[config.mk]
export PLATFORM = sky130hd
export DESIGN_NAME = axis_sum_sched
export DESIGN_NICKNAME = d
export VERILOG_FILES = /design/src/rtl/axis_sum_pkg.sv /design/src/rtl/axis_sum_watchdog.sv /design/src/rtl/axis_sum_sched.sv
export SDC_FILE = /design/constraint.sdc
export NUM_CORES = 1
export LEC_CHECK = 0
export CAP_MARGIN = 0
export CORE_UTILIZATION = 45
export CTS_BUF_LIST = sky130_fd_sc_hd__clkbuf_4
export DETAILED_ROUTE_END_ITERATION = 16
export PLACE_DENSITY = 0.72
export SLEW_MARGIN = 20
export SYNTH_ARGS = -nofsm -noshare
export SYNTH_HDL_FRONTEND = slang
export SYNTH_SLANG_ARGS = --single-unit
[constraint.sdc]
create_clock -name clock -period 6.8 [get_ports clock]
set_input_delay 1.36 -clock clock [delete_from_list [all_inputs] [get_ports clock]]
set_output_delay 1.36 -clock clock [all_outputs]
set_load 0.03 [all_outputs]
[src/rtl/axis_sum_pkg.sv]
// -----------------------------------------------------------------------------
// axis_sum_pkg
// Shared definitions for the AXI-Stream sum scheduler:
//   - FSM state encoding (IDLE / ALIGN / RUN / ERROR)
//   - err_code values
//   - stream count and the stream-index mapping of the four complex channels
//     (channel 00/01/20/21, real on even bit, imag on odd bit)
// -----------------------------------------------------------------------------
package axis_sum_pkg;

    localparam int NUM_STREAMS  = 8;
    localparam int NUM_CHANNELS = 4;

    // Scheduler states
    typedef logic [1:0] state_t;
    localparam state_t ST_IDLE  = 2'd0;
    localparam state_t ST_ALIGN = 2'd1;
    localparam state_t ST_RUN   = 2'd2;
    localparam state_t ST_ERROR = 2'd3;

    // err_code values
    localparam logic [1:0] ERR_NONE    = 2'd0;
    localparam logic [1:0] ERR_TLAST   = 2'd1;
    localparam logic [1:0] ERR_TIMEOUT = 2'd2;

    // Stream-index mapping: bit 2k = channel k real, bit 2k+1 = channel k imag
    localparam int unsigned IDX_CH00_RE = 0;
    localparam int unsigned IDX_CH00_IM = 1;
    localparam int unsigned IDX_CH01_RE = 2;
    localparam int unsigned IDX_CH01_IM = 3;
    localparam int unsigned IDX_CH20_RE = 4;
    localparam int unsigned IDX_CH20_IM = 5;
    localparam int unsigned IDX_CH21_RE = 6;
    localparam int unsigned IDX_CH21_IM = 7;

    localparam int unsigned CH_RE_IDX [NUM_CHANNELS] =
        '{IDX_CH00_RE, IDX_CH01_RE, IDX_CH20_RE, IDX_CH21_RE};
    localparam int unsigned CH_IM_IDX [NUM_CHANNELS] =
        '{IDX_CH00_IM, IDX_CH01_IM, IDX_CH20_IM, IDX_CH21_IM};

endpackage

[src/rtl/axis_sum_watchdog.sv]
// -----------------------------------------------------------------------------
// axis_sum_watchdog
// Stall watchdog for the sum scheduler. Counts consecutive cycles in RUN where
// some, but not all, streams are valid. expire is asserted combinationally on
// the TIMEOUT-th such cycle so the scheduler leaves RUN on that same edge.
// Only instantiated when AXIS_SUM_SCHED_TIMEOUT_EN is defined.
//
// Ports:
//   clock   in   clock
//   resetn  in   asynchronous active-low reset
//   run     in   scheduler is in RUN
//   partial in   |s_tvalid && !&s_tvalid
//   expire  out  stall limit reached this cycle
// -----------------------------------------------------------------------------
module axis_sum_watchdog
    import axis_sum_pkg::*;
#(
    parameter int TIMEOUT = 1024,
    parameter int CNT_W   = 16
) (
    input  logic clock,
    input  logic resetn,
    input  logic run,
    input  logic partial,
    output logic expire
);

    localparam logic [CNT_W-1:0] LIMIT = CNT_W'(TIMEOUT - 1);

    logic [CNT_W-1:0] stall_cnt_reg;
    logic             stalling;

    assign stalling = run & partial;
    assign expire   = stalling && (stall_cnt_reg == LIMIT);

    // Restarts whenever the stall streak is broken or has just fired
    always_ff @(posedge clock or negedge resetn) begin
        if (!resetn) begin
            stall_cnt_reg <= '0;
        end else if (!stalling || expire) begin
            stall_cnt_reg <= '0;
        end else begin
            stall_cnt_reg <= stall_cnt_reg + CNT_W'(1);
        end
    end

endmodule

[src/rtl/axis_sum_sched.sv]
// -----------------------------------------------------------------------------
// axis_sum_sched
// Frame-aligned join scheduler for eight AXI-Stream sources (four complex
// channels) feeding an adder. ALIGN drains each stream up to its next tlast so
// all streams start on a frame boundary; RUN then joins the streams beat by
// beat with a purely combinational handshake, so no stream is consumed alone.
// tlast misalignment during RUN is flagged as a sticky error.
//
// Optional feature: define AXIS_SUM_SCHED_TIMEOUT_EN to add a stall watchdog
// (partial valid for TIMEOUT cycles -> ERROR, err_code=2).
//
// Ports:
//   clock      in   clock (rising edge)
//   resetn     in   asynchronous active-low reset
//   enable     in   request frame-aligned summing (level)
//   clear_err  in   leave ERROR (pulse)
//   s_tvalid   in   [8] stream valids
//   s_tlast    in   [8] stream tlasts
//   s_tready   out  [8] stream readies
//   m_tvalid   out  joined beat valid
//   m_tready   in   adder ready
//   m_tlast    out  last beat of joined frame
//   busy       out  not IDLE
//   err        out  sticky error flag
//   err_code   out  0 none, 1 tlast misalignment, 2 timeout
//   frame_cnt  out  completed joined frames (wraps)
// -----------------------------------------------------------------------------
module axis_sum_sched
    import axis_sum_pkg::*;
#(
    parameter int FRAME_LEN = 256,
    parameter int TIMEOUT   = 1024,
    parameter int CNT_W     = 16
) (
    input  logic                   clock,
    input  logic                   resetn,
    input  logic                   enable,
    input  logic                   clear_err,
    input  logic [NUM_STREAMS-1:0] s_tvalid,
    input  logic [NUM_STREAMS-1:0] s_tlast,
    output logic [NUM_STREAMS-1:0] s_tready,
    output logic                   m_tvalid,
    input  logic                   m_tready,
    output logic                   m_tlast,
    output logic                   busy,
    output logic                   err,
    output logic [1:0]             err_code,
    output logic [CNT_W-1:0]       frame_cnt
);

    localparam logic [CNT_W-1:0] LAST_BEAT = CNT_W'(FRAME_LEN - 1);

    state_t                 state_reg,     state_next;
    logic [NUM_STREAMS-1:0] done_reg,      done_next;
    logic [CNT_W-1:0]       beat_cnt_reg,  beat_cnt_next;
    logic [CNT_W-1:0]       frame_cnt_reg, frame_cnt_next;
    logic [1:0]             err_code_reg,  err_code_next;
    logic                   err_reg,       err_next;
    logic                   stop_reg,      stop_next;

    logic [NUM_CHANNELS-1:0] ch_valid;
    logic [NUM_STREAMS-1:0]  align_done;
    logic                    in_run;
    logic                    all_valid;
    logic                    fire;
    logic                    last_beat;
    logic                    tlast_mismatch;
    logic                    stall_expire;

    // A channel is joinable when both its real and imag streams are valid
    genvar gi;
    generate
        for (gi = 0; gi < NUM_CHANNELS; gi++) begin : g_chan
            localparam logic [2:0] RE = 3'(CH_RE_IDX[gi]);
            localparam logic [2:0] IM = 3'(CH_IM_IDX[gi]);
            assign ch_valid[gi] = s_tvalid[RE] & s_tvalid[IM];
        end
    endgenerate

    assign in_run         = (state_reg == ST_RUN);
    assign all_valid      = &ch_valid;
    assign m_tvalid       = in_run & all_valid;
    assign fire           = m_tvalid & m_tready;
    assign last_beat      = (beat_cnt_reg == LAST_BEAT);
    assign m_tlast        = m_tvalid & last_beat;
    assign tlast_mismatch = |(s_tlast ^ {NUM_STREAMS{m_tlast}});
    // Streams already aligned stop being drained; ones seeing tlast now finish
    assign align_done     = done_reg | (s_tvalid & ~done_reg & s_tlast);

    assign busy      = (state_reg != ST_IDLE);
    assign err       = err_reg;
    assign err_code  = err_code_reg;
    assign frame_cnt = frame_cnt_reg;

`ifdef AXIS_SUM_SCHED_TIMEOUT_EN
    logic partial_valid;
    assign partial_valid = (|s_tvalid) & ~all_valid;

    axis_sum_watchdog #(
        .TIMEOUT (TIMEOUT),
        .CNT_W   (CNT_W)
    ) u_watchdog (
        .clock   (clock),
        .resetn  (resetn),
        .run     (in_run),
        .partial (partial_valid),
        .expire  (stall_expire)
    );
`else
    assign stall_expire = 1'b0;
`endif

    always_comb begin
        s_tready = '0;
        case (state_reg)
            ST_ALIGN: s_tready = ~done_reg;
            ST_RUN:   s_tready = {NUM_STREAMS{fire}};
            default:  s_tready = '0;
        endcase
    end

    always_comb begin
        state_next     = state_reg;
        done_next      = done_reg;
        beat_cnt_next  = beat_cnt_reg;
        frame_cnt_next = frame_cnt_reg;
        err_code_next  = err_code_reg;
        err_next       = err_reg;
        stop_next      = 1'b0;
        case (state_reg)
            ST_IDLE: begin
                done_next = '0;
                if (enable) state_next = ST_ALIGN;
            end
            ST_ALIGN: begin
                if (!enable) begin
                    state_next = ST_IDLE;
                    done_next  = '0;
                end else if (&align_done) begin
                    state_next    = ST_RUN;
                    done_next     = '0;
                    beat_cnt_next = '0;
                end else begin
                    done_next = align_done;
                end
            end
            ST_RUN: begin
                // A drop of enable is remembered until the frame ends
                stop_next = stop_reg | ~enable;
                if (fire) begin
                    if (last_beat) begin
                        beat_cnt_next  = '0;
                        frame_cnt_next = frame_cnt_reg + CNT_W'(1);
                    end else begin
                        beat_cnt_next = beat_cnt_reg + CNT_W'(1);
                    end
                end
                // Error detection outranks both the frame-end exit and any
                // clear_err arriving in the same cycle
                if (fire && tlast_mismatch) begin
                    state_next    = ST_ERROR;
                    err_next      = 1'b1;
                    err_code_next = ERR_TLAST;
                end else if (stall_expire) begin
                    state_next    = ST_ERROR;
                    err_next      = 1'b1;
                    err_code_next = ERR_TIMEOUT;
                end else if (fire && last_beat && stop_next) begin
                    state_next = ST_IDLE;
                end
            end
            ST_ERROR: begin
                if (clear_err) begin
                    state_next    = ST_IDLE;
                    err_next      = 1'b0;
                    err_code_next = ERR_NONE;
                end
            end
            default: state_next = ST_IDLE;
        endcase
    end

    always_ff @(posedge clock or negedge resetn) begin
        if (!resetn) begin
            state_reg     <= ST_IDLE;
            done_reg      <= '0;
            beat_cnt_reg  <= '0;
            frame_cnt_reg <= '0;
            err_code_reg  <= ERR_NONE;
            err_reg       <= 1'b0;
            stop_reg      <= 1'b0;
        end else begin
            state_reg     <= state_next;
            done_reg      <= done_next;
            beat_cnt_reg  <= beat_cnt_next;
            frame_cnt_reg <= frame_cnt_next;
            err_code_reg  <= err_code_next;
            err_reg       <= err_next;
            stop_reg      <= stop_next;
        end
    end

endmodule

==> impl_results.md <==
* Worst R2R Setup Slack at roughly 3.9 ns
* H-tree level count at 2
* Pwr Density at between 300 and 400 mW/mm2
* Final max-slew violation count at 0
* Clk slew on worst S/H paths at 0.13 ns
* Finished Cell Area at roughly 0.003 mm2
* Worst slew margin at 0.394
* RSZ-0062 raised after global routing: false
* Warnings, synthesis at 0
* Cell Rows at 26
* Die area at ~0.0057 mm2
* Complex-gate fraction of the synthesized area at 0.186
* Nets at ~340
* Antenna Cells at 0
* Maximum fanout along the worst path at 9
* Placed Area at around 0.0030 mm2
* PortBufs at 49
* EDFF count, synth at 0
* Startpoint types: input pin
* Initial antenna violation count at 0
* Dominant cells by area after synthesis: dfrtp_1, nor2_1, o21ai_0
* Die W at approximately 76 um
* Routed Antenna Nets at 0
* Max rail drop VDD at ~0.00029 V
* Post-synth top area cell: dfrtp_1
* Setup-failing EPs final at 0
* Synth top cells by count: dfrtp_1, nor2_1, o21ai_0, nand2_1, a31oi_1
* Core area at just over 0.005 mm2
* Synth top area share at 0.452
* Root buf cell: clkbuf_4
* Synth Area in XOR/XNOR at 0.0540
* Highest clock rate at approximately 200 MHz
* Vias in the first global route at about 2.0k
* CP Capture Type: output pin
* Multiplexer area fraction after synthesis at 0.00874
* Avg Cell Area, Syn at between 9 and 10 um2
* Most common cell in the netlist: dfrtp_1
* Area of the mapped netlist at 0.00243 mm2
* Netlist cell types at between 40 and 50
* Pre-Repair DR Iteration Count at 4
* Main combinational cell family by area after synthesis: simple AND/OR/NAND/NOR gates
* Total grt overflow at 0
* Ys async rst share at 1.00
* Layout Area Growth over Synthesis at 25.1%
* Hold buffer count at cts at 0
* Synth Net Count at between 200 and 300
* Clock Tree Buf Depth at 2
* Drt first-iter violations at approximately 110
* GPL Wtd Cong at just over 0.9
* Drt drc at 0
* Largest net degree at the start of global routing at 45
* Fin. Hold Viols at 0
* Final Critical Period at just over 5 ns
* Worst path arrival time at 3.73 ns
* Register area share after synthesis at 0.452
* Clk_lat worst skew at approximately 0.35 ns
* Fin crit share at 0.748
* Wirelength, routed at around 5500 um
* Initial Utilization at 0.471
* Clock Sink Count at 44
* Post-Synth Adder-Cell Area at 0.0308
* HP Class: reg -> reg
* CTS tree: done
* Die height at about 76 um
* Synth Flop Type: dfrtp_1
* Via count at 2,159
* Worst Skew at between 0.004 and 0.005 ns
* FF+latch count, synth at 44
* TNS Setup at 0 ns
* Global-route wire length before repair at roughly 9300 um
* # Post-CTS Setup Buffers at 0
* Final WS setup at approximately 1.7 ns
* Post-DP HPWL at approximately 4000 um
* Slew @ Worst Pin at between 0.9 and 1 ns
* Max-cap viol count at 0
* TritonCTS Buffers at 5
* Post-CTS sizing at 0
* Layout cells sized above 1 at 0.0607
* Avg WL per Cell at 14.4 um
* Vias per inst at between 5 and 6
* Worst EP required at 5.44 ns
* Status: complete, no violations
* Crit Path Category: in -> out
* P_leak at between 1 and 1.5 nW
* Top Ports at 51
* Dpl ws at ~1.8 ns
* Gr usage total at 0.214
* Synth Area in Simple Gates at 0.232
* Mapped Cells at around 270
layout make-up:
type / count / area (um2)
Fill cell: 448 / 2130
Multi-Input combinational cell: 203 / 1250
Sequential cell: 44 / 1100
Timing Repair Buffer: 51 / 503
Tap cell: 70 / 87.6
Clock buffer: 6 / 45.0
Clock inverter: 2 / 35.0
Inverter: 7 / 26.3
placed cells by master, fill, tap and decap left out, types with 9 or more instances in the layout:
master,instances
a31oi_1,13
o21ai_0,21
xnor2_1,12
nand2_1,19
nand3_1,10
o31ai_1,9
dfrtp_1,44
clkdlybuf4s50_1,48
a21oi_1,12
nand4_1,10
nor2_1,29
cell families after synthesis:
kind of cell,after synthesis
XOR/XNOR,15
buffers and inverters,18
multiplexers,2
AND/OR/NAND/NOR,108
flip-flops,44
other,1
AO/OA/AOI/OAI,71
adder cells (fa/ha/maj),6
per-stage QoR:
stage                util  std cells  hold slack (ns)  total power, mW
finish              0.589        383            0.480            0.941
global route        0.589        383            0.503             1.00
CTS                 0.589        383            0.484            0.948
detailed placement  0.573        375            0.467            0.780
global placement    0.573        375            0.459            0.780
floorplan               -        265            0.447            0.631
metal layers:
metal	vias to the layer above	part of all wire	wire (um)	track usage
met4	0	0.019	102	0.0947
met5	-	0	0	0
met1	1025	0.47	2570	0.281
li1	1056	-	-	-
met3	11	0.050	277	0.0450
met2	67	0.46	2550	0.341
worst max-delay path, cell delays in order:
cell             delay, ns
clkdlybuf4s50_1       0.52
nand4_1               0.17
nor3_1                0.77
o21a_1                0.23
clkdlybuf4s50_1       0.67
worst paths after layout:
| check | startpoint | depth (start not counted) | to |
|---|---|---|---|
| max | s_tvalid[7] | 5 | s_tready[5] |
| min | beat_cnt_reg[7] | 1 | beat_cnt_reg[7] |
| max reg2reg | state_reg[0] | 9 | frame_cnt[14] |
| min reg2reg | beat_cnt_reg[7] | 1 | beat_cnt_reg[7] |
| max in group asynchronous | resetn | 1 | frame_cnt[2] |
| min in group asynchronous | resetn | 1 | frame_cnt[9] |
power by group:
| group | internal, mW | total (mW) | leakage, nW | switching, mW |
|---|---|---|---|---|
| Clock | 0.0811 | 0.164 | 0.0456 | 0.0832 |
| Combinational | 0.178 | 0.449 | 0.618 | 0.271 |
| Sequential | 0.296 | 0.328 | 0.606 | 0.0317 |
| Total | 0.555 | 0.941 | 1.27 | 0.386 |
(Power assumes the default switching activity.)
